===== config.mk =====
export PLATFORM = sky130hd
export DESIGN_NAME = wb_hazard_tracker
export DESIGN_NICKNAME = d
export VERILOG_FILES = /design/src/rtl/wb_hazard_tracker.sv
export SDC_FILE = /design/constraint.sdc
export NUM_CORES = 1
export LEC_CHECK = 0
export ABC_AREA = 1
export BUFFER_PORTS_ARGS = -buffer_cell sky130_fd_sc_hd__buf_2
export CAP_MARGIN = 40
export CORE_UTILIZATION = 50
export DETAILED_ROUTE_END_ITERATION = 6
export GPL_ROUTABILITY_DRIVEN = 0
export GPL_TIMING_DRIVEN = 0
export PLACE_DENSITY = 0.71
export SYNTH_ARGS = -nofsm -noshare
export SYNTH_HDL_FRONTEND = slang
export SYNTH_SLANG_ARGS = --single-unit

===== constraint.sdc =====
create_clock -name clk -period 2.47 [get_ports clk]
set_clock_uncertainty 0.05 [all_clocks]
set_input_delay 0 -clock clk [delete_from_list [all_inputs] [get_ports clk]]
set_output_delay 0 -clock clk [all_outputs]
set_load 0.005 [all_outputs]

===== src/rtl/wb_hazard_tracker.sv =====
// Scoreboard of in-flight register writes between decode and writeback, with a
// single outstanding multdiv tracker and sticky error flags.
module wb_hazard_tracker #(
    parameter int MD_TIMEOUT = 40
) (
    input  logic        clk,
    input  logic        reset,
    input  logic        issue_valid,
    input  logic [4:0]  issue_rd,
    input  logic        issue_rwe,
    input  logic        issue_long,
    input  logic [4:0]  rs_a,
    input  logic [4:0]  rs_b,
    input  logic        wb_valid,
    input  logic [4:0]  wb_rd,
    input  logic        wb_rwe,
    input  logic        md_ready,
    output logic        stall,
    output logic [31:0] pending,
    output logic        md_busy,
    output logic [4:0]  md_rd,
    output logic        err_ovf,
    output logic        err_udf,
    output logic        err_tmo
);

    localparam int TW = $clog2(MD_TIMEOUT) + 1;
    localparam logic [TW-1:0] TMO_LAST = TW'(MD_TIMEOUT - 1);

    typedef enum logic {
        S_IDLE = 1'b0,
        S_BUSY = 1'b1
    } state_t;

    state_t          r_state;
    logic [TW-1:0]   r_timer;
    logic [4:0]      r_md_rd;
    logic            r_err_ovf;
    logic            r_err_udf;
    logic            r_err_tmo;
    logic [1:0]      r_cnt [1:31];

    logic            w_accept;
    logic            w_md_block;
    logic [31:0]     w_inc;
    logic [31:0]     w_retire;
    logic [31:0]     w_pending;
    logic [31:0]     w_hazard;
    logic [31:0]     w_full;
    logic [31:0]     w_empty;
    logic            w_ovf;
    logic            w_udf;

    assign w_retire = (wb_valid && wb_rwe && wb_rd != 5'd0) ? (32'd1 << wb_rd) : 32'd0;
    assign w_inc    = (w_accept && issue_rwe && issue_rd != 5'd0) ? (32'd1 << issue_rd) : 32'd0;

    // A count of one retiring this very cycle is already safe to read (bypassed value).
    always_comb begin
        w_pending = 32'd0;
        w_hazard  = 32'd0;
        w_full    = 32'd0;
        w_empty   = 32'd0;
        for (int n = 1; n < 32; n++) begin
            w_pending[n] = (r_cnt[n] != 2'd0);
            w_hazard[n]  = r_cnt[n][1] | ((r_cnt[n] == 2'd1) & ~w_retire[n]);
            w_full[n]    = (r_cnt[n] == 2'd3);
            w_empty[n]   = (r_cnt[n] == 2'd0);
        end
    end

    assign w_md_block = (r_state == S_BUSY) &
                        (issue_long |
                         (issue_rwe & (issue_rd == r_md_rd)) |
                         ((rs_a != 5'd0) & (rs_a == r_md_rd)) |
                         ((rs_b != 5'd0) & (rs_b == r_md_rd)));

    assign stall    = issue_valid & (w_hazard[rs_a] | w_hazard[rs_b] | w_md_block);
    assign w_accept = issue_valid & ~stall;

    assign w_ovf = |(w_inc & ~w_retire & w_full);
    assign w_udf = |(w_retire & ~w_inc & w_empty);

    always_ff @(posedge clk or negedge reset) begin
        if (!reset) begin
            for (int n = 1; n < 32; n++) begin
                r_cnt[n] <= 2'd0;
            end
            r_err_ovf <= 1'b0;
            r_err_udf <= 1'b0;
        end else begin
            for (int n = 1; n < 32; n++) begin
                if (w_inc[n] && !w_retire[n]) begin
                    if (r_cnt[n] != 2'd3) r_cnt[n] <= r_cnt[n] + 2'd1;
                end else if (w_retire[n] && !w_inc[n]) begin
                    if (r_cnt[n] != 2'd0) r_cnt[n] <= r_cnt[n] - 2'd1;
                end
            end
            if (w_ovf) r_err_ovf <= 1'b1;
            if (w_udf) r_err_udf <= 1'b1;
        end
    end

    always_ff @(posedge clk or negedge reset) begin
        if (!reset) begin
            r_state   <= S_IDLE;
            r_timer   <= '0;
            r_md_rd   <= 5'd0;
            r_err_tmo <= 1'b0;
        end else begin
            case (r_state)
                S_IDLE: begin
                    if (w_accept && issue_long) begin
                        r_state <= S_BUSY;
                        r_md_rd <= issue_rd;
                        r_timer <= '0;
                    end
                end
                S_BUSY: begin
                    if (md_ready) begin
                        r_state <= S_IDLE;
                    end else if (r_timer == TMO_LAST) begin
                        r_err_tmo <= 1'b1;
                        r_state   <= S_IDLE;
                    end else begin
                        r_timer <= r_timer + TW'(1);
                    end
                end
                default: r_state <= S_IDLE;
            endcase
        end
    end

    assign pending = w_pending;
    assign md_busy = (r_state == S_BUSY);
    assign md_rd   = r_md_rd;
    assign err_ovf = r_err_ovf;
    assign err_udf = r_err_udf;
    assign err_tmo = r_err_tmo;

endmodule


* Word level (Yosys, flattened, before mapping)
Index checks and enable logic that the tools add are counted.
** Cells by class
- Add/sub/neg operators :: 63
- Order comparisons :: 2
- Eq/ne operators :: 131
- Shifts and indexed selects :: 2
- Muxes and demuxes :: 138
- Bitwise operators :: 113
- Reduce and logical (&&, ||, !) cells :: 293
** Operators with widths (number)
- 2-bit two-way mux :: 124
- 2-bit nonzero test :: 93
- 32-bit AND :: 4
- 3-bit AND reduction :: 33
- 2-bit != test, second input constant :: 34
- 1-bit logical AND :: 67
- 32-bit two-way mux :: 2
- 32-bit inverter :: 2
- 32-bit OR reduction :: 2
- 1-bit by 5-bit << shifter with 32-bit output, first input constant :: 2
- 2-bit by 1-bit adder with 2-bit output, second input constant :: 31
- 2-bit by 1-bit == test with 1-bit output, second input constant :: 31
- 2-bit == test, second input constant :: 31
- 1-bit logical NOT :: 62
- 2-bit logical NOT :: 31
- 2-bit by 1-bit != test with 1-bit output, second input constant :: 31
- 2-bit by 1-bit subtractor with 2-bit output, second input constant :: 31
- 1-bit AND :: 37
- 1-bit OR :: 36
- 1-bit inverter :: 34
- 7-bit two-way mux :: 3
- 5-bit nonzero test :: 4
- 5-bit == test :: 3
- 7-bit case mux with 2 select lines :: 1
- 7 further kinds :: 13
** Word-level totals
- Flip-flop bits (word level) :: 78
- Input bits :: 28
- Output and inout port bits :: 42
- Word-level logic and storage cells :: 779

* Depth between registers and ports, before layout
- Word-level depth :: 20
- Gate-level depth with buffers :: 25
- Gate-level depth less buffers :: 24

* Worst setup path before layout
Ideal clock, no wire load.
- Kind :: register to register
- Start point :: register r_cnt[36] in the netlist's numbering
- End point :: register r_timer[5]
- Setup time :: 0.120 ns
- Arrival :: 2.200 ns
- Required time :: 2.300 ns
- Setup slack :: 0.100 ns
- Stages on the path, launching flop included :: 20
- Buffers on the path :: 0
- Clock period less this slack :: 2.370 ns
- Path through :: dfrtp_1 > ha_1 > inv_1 > o21bai_1 > nand2_1 > nand2_1 > nand2_1 > nor2_1 > nand2_1 > nand2_1 > nand2_1 > nand3_1 > nand3_2 > nor3_4 > nand2_4 > nand2_4 > nand2_1 > nor2_1 > nand2_1 > and3_1
** Between the ends
- Longest elaborated chain between the ends :: 13
- Elaborated cells on any way between the ends :: 15
- Classes of those cells :: 2 x eq/ne; 4 x mux; 7 x bitwise; 2 x reduce/logical
** RTL lines
- start, declared :: line 41 : logic [1:0] r_cnt [1:31];
- start signal, assigned by index :: line 86 : r_cnt[n] <= 2'd0;
- 2-bit by 1-bit == test with 1-bit output (*) :: line 65 : w_hazard[n] = r_cnt[n][1] | ((r_cnt[n] == 2'd1) & ~w_retire[n]);
- 1-bit AND (*) :: line 65
- 1-bit OR (*) :: line 65
- 1-bit binary-select mux with 5-bit select :: line 77 : assign stall = issue_valid & (w_hazard[rs_a] | w_hazard[rs_b] | w_md_block);
- 1-bit two-way mux (not written as such) :: line 77
- 1-bit OR (*) (2 in a row) :: line 77
- 1-bit AND (*) :: line 77
- 1-bit inverter (*) :: line 78 : assign w_accept = issue_valid & ~stall;
- 1-bit AND (*) :: line 78
- 1-bit logical AND (*) :: line 112 : if (w_accept && issue_long) begin
- 2-bit != test (no line) (*)
- 3-bit AND reduction (no line) (*)
- end signal, assigned :: line 125 : r_timer <= r_timer + TW'(1);
- end, declared :: line 36 : logic [TW-1:0] r_timer;
Every way passes the cells marked *; elsewhere a longest branch is shown, timed or not. The select of a mux whose other input is x is not followed.
A chain may end at the register's enable or synchronous reset.

* Worst setup path after layout
- Start point :: register r_cnt[56] in the netlist's numbering
- End point :: register r_err_udf, in the netlist err_udf
** Between the ends
- Longest elaborated chain between the ends :: 17
- Elaborated cells on any way between the ends :: 20
- Classes of those cells :: 1 x eq/ne; 5 x mux; 10 x bitwise; 4 x reduce/logical
** RTL lines
- 2-bit by 1-bit == test with 1-bit output :: line 65
- 1-bit AND :: line 65
- 1-bit OR :: line 65
- 1-bit binary-select mux with 5-bit select :: line 77
- 1-bit two-way mux (not written as such) :: line 77
- 1-bit OR (2 in a row) :: line 77
- 1-bit AND :: line 77
- 1-bit inverter :: line 78
- 1-bit AND :: line 78
- 1-bit logical AND (2 in a row) :: line 55 : assign w_inc = (w_accept && issue_rwe && issue_rd != 5'd0) ? (32'd1 << issue_rd) : 32'd0;
- 32-bit two-way mux :: line 55
- 32-bit inverter :: line 81 : assign w_udf = |(w_retire & ~w_inc & w_empty);
- 32-bit AND :: line 81
- 32-bit AND (*) :: line 81
- 32-bit OR reduction (*) :: line 81
- end signal, assigned :: line 89 : r_err_udf <= 1'b0;
- end signal, assigned :: line 99 : if (w_udf) r_err_udf <= 1'b1;
- end, declared :: line 39 : logic r_err_udf;
Marked as above.

==> results.md <==
* DRT antenna net count at 0
* DRT iter0 DRCs at 911
* Crit path arrival time at 3.11 ns
* Row count at 45
* Sw Ratio at 42.16%
* Initial core utilization at 51.76%
* Multi-input gate area at 6042 sq um
* CP startpoint: r_cnt[56]
* CP top delay family: simple AND/OR/NAND/NOR gates
* Yosys cell types at 44
* H-tree lvl count at 3
* Reg2Reg Depth at 21
* Vias after detailed routing at 8258
* Fillcell total at 1260
* Failing checks: setup timing
* Leakage at 5.072 nW
* Flop2flop setup slack at -0.45 ns
* RSZ-0062 raised after global routing: true
* Hold Path Class: in2reg
* Skew-Pair Late Insertion Delay at 0.36 ns
* FFs w/ async S/R, synth at 100.0%
* Area growth from synthesis to layout at 30.16%
* Clock tree from TritonCTS: built
* TritonRoute pass-1 iters at 7
* Routed WL at 25770 microns
* Comb pwr share at 46.3%
* Most frequent cells in the layout: 187 x nand2_1, 149 x inv_1, 116 x nand3_1
* Actual slew at the worst max-slew pin at 0.9687 ns
* Register share of total power at 30.8%
* Fin. Hold Viols at 0
* Vias in the first global route at 7477
* Die width at 128.1 microns
* Crit path kind: reg2reg
* Register area share after synthesis at 24.53%
* Seq cells post-synth at 78
* Cell count after synthesis at 1098
* Reg2reg end: err_udf
* Fmax at 341.9 MHz
* Setup WS pre-CTS at -0.8138 ns
* Drt via density at 5.699
* Slowest cell on the critical path: dfrtp_1
* WHS Path Cells at 3
* Max transition margin at 35.42%
* First-pass GRT wire length at 38050 microns
* Fin crit period at 2.925 ns
* WL/cell at 17.78 microns
* Fin. max-slew vios at 0
* Top-level I/O count at 70
* Post-synthesis average cell area at 7.246 sq um
* Int Power at 3.886 mW
* Die Height at 128.1 microns
* Synth Warn # at 0
* Clock network power share at 22.9%
* Root Buffer: clkbuf_16
* Net Sw Power at 2.832 mW
* Cell Chain, Critical Path: ha_1 -> a21oi_2 -> nand2_1 -> nand3_1 -> nand2_1 -> nand2_1 -> nand2_1 -> nand2_1 -> nor2_2 -> nor2_4 -> nand3_2 -> nor2_4 -> buf_12 -> buf_12 -> nand2_8 -> nand3_1 -> nand2_1 -> nor2_2 -> nand2_1 -> nor2_2 -> nand2_1
* Top_reg_cell synth: dfrtp_1
* Number of cells on the critical path at 21
* Crit-path max FO at 6
* Netlist Area Pre-Place at 7956 sq um
* CTS clk-pin slew, worst paths at 0.07 ns
* TritonCTS Buffers at 9
* Most common cell after layout, fill and taps aside: nand2_1
* Share of layout cells above drive strength 1 at 27.38%
* # diodes at 0
* Worst path max stage delay at 0.39 ns
* Power per standard cell area at 648.6 nW/um^2
* Startpoint Class: flip-flop
* Status: finished with violations
* Worst Path Required at 2.66 ns
* Hold_ws at 0.04502 ns
* Reg-to-Reg Start: r_cnt[56]
* Core area at 15370 sq um
* Sink Count at 78
* GRT overflow at 0
* Fin crit share at 118.4%
* Reg area at 1954 sq um
* # DRC at 0
* Setup violators final at 78
* End of the critical path: err_udf
* Number of buffer and inverter stages on the critical path at 2
* Detail Placement HPWL at 18000 microns
* Mapped Nets at 1220
* Peak supply drop at 0.3843 mV
* I/O Buffers at 65
* Nets@finish at 1355
* Crit end category: flip-flop
* Initial antenna violation count at 0
* Clock buffer depth at 2
* MaxCap Viol Count at 0
* Gr usage total at 30.25%
* CP most frequent cell: nand2_1
* DIE AREA at 16420 sq um
* Largest net degree at the start of global routing at 42
* Post-synth EDFFs at 0
* Final setup margin at -0.4545 ns
==> worst min-delay path: cells and delay by family <==
kind                   cells  cell delay (ns)
buffers and inverters      2             0.32
AO/OA/AOI/OAI              1             0.09
==> sequential cells by signal, indices dropped and copies added (netlist names) <==
| signal | cells |
|---|---|
| r_cnt | 62 |
| md_busy | 1 |
| err_udf | 1 |
| err_tmo | 1 |
| md_rd | 5 |
| err_ovf | 1 |
| r_timer | 7 |
==> power groups by stage <==
stage	logic (mW)	clock network, mW	registers [mW]
4_1_cts	2.82	1.54	2.04
3_3_place_gp	2.44	0	2.08
5_1_grt	3.45	1.60	2.11
2_1_floorplan	1.83	0	1.99
3_5_place_dp	2.53	0	2.10
6_report	3.11	1.54	2.07
==> cell type report <==
| class | instances | area share (%) |
|---|---|---|
| Clock buffer | 9 | 2.175 |
| Clock inverter | 7 | 1.003 |
| Buffer | 21 | 1.643 |
| Timing Repair Buffer | 125 | 9.255 |
| Inverter | 170 | 6.162 |
| Multi-Input combinational cell | 828 | 58.34 |
| Tap cell | 211 | 2.549 |
| Sequential cell | 78 | 18.87 |
==> cell families (layout without fill, tap and decap cells) <==
group / after synthesis / after routing / synth area share [%]
AOI/OAI and AO/OA: 107 / 107 / 10.96
xor gates and xnor gates: 67 / 67 / 7.375
adders and majority gates: 94 / 94 / 14.78
buffers and inverters: 192 / 332 / 9.530
DFF: 78 / 78 / 24.53
muxes: 1 / 1 / 0.1258
other: 1 / 1 / 0.04713
and+or+nand+nor: 558 / 558 / 32.65
==> how the worst min path moves through the flow <==
stage / from / slack, ns / end
2_1_floorplan: reset / -0.35 / err_ovf
3_3_place_gp: md_ready / 0.27 / err_tmo
3_5_place_dp: reset / -0.03 / r_cnt[28]
4_1_cts: issue_long / 0.02 / md_busy
5_1_grt: issue_long / 0.08 / r_timer[3]
6_report: issue_rd[3] / 0.05 / md_rd[3]
==> cell usage after synthesis (5+ instances only) <==
library cell	n	area (sq um)
a21oi_1	24	120.1
buf_2	6	30.03
clkbuf_1	9	33.78
clkinv_1	5	18.77
dfrtp_1	78	1952
ha_1	94	1176
inv_1	161	604.3
nand2_1	198	743.2
nand2_2	20	125.1
nand3_1	159	795.8
nand4_1	49	306.5
nor2_1	103	386.6
nor3_1	7	35.03
o21ai_0	42	210.2
o21ai_2	12	105.1
o31ai_4	15	319.1
xnor2_1	19	166.4
xor2_1	48	420.4
==> per-layer routing <==
layer	global-route usage (%)	vias to the layer above	part of all wire [%]
met5	0	-	0
met4	12.60	0	4.4
met3	6.553	101	9.3
met2	48.95	433	46
met1	38.98	3862	40
li1	-	3862	-
==> repair_timing <==
action | in CTS | in global routing
gates resized for setup | 78 | 169
hold endpoints to repair | 42 | 0
hold buffers | 3 | 0
cloned | 2 | 2
pin swaps | 19 | 71
setup endpoints to repair | 78 | 78
buffers inserted | 28 | 26
==> metrics by stage <==
stage	total power, mW	std cells	cell area (sq um)	setup TNS (ns)	util (%)
after floorplan	3.815	1098	7956	0	-
after global placement	4.527	1374	8546	-32.99	55.60
after detailed placement	4.623	1375	8568	-34.50	55.74
after CTS	6.402	1424	9433	-12.63	61.37
after global routing	7.169	1449	10360	-28.10	67.37
final	6.717	1449	10360	-16.29	67.37
No activity file was read; power rests on OpenSTA's default activity.
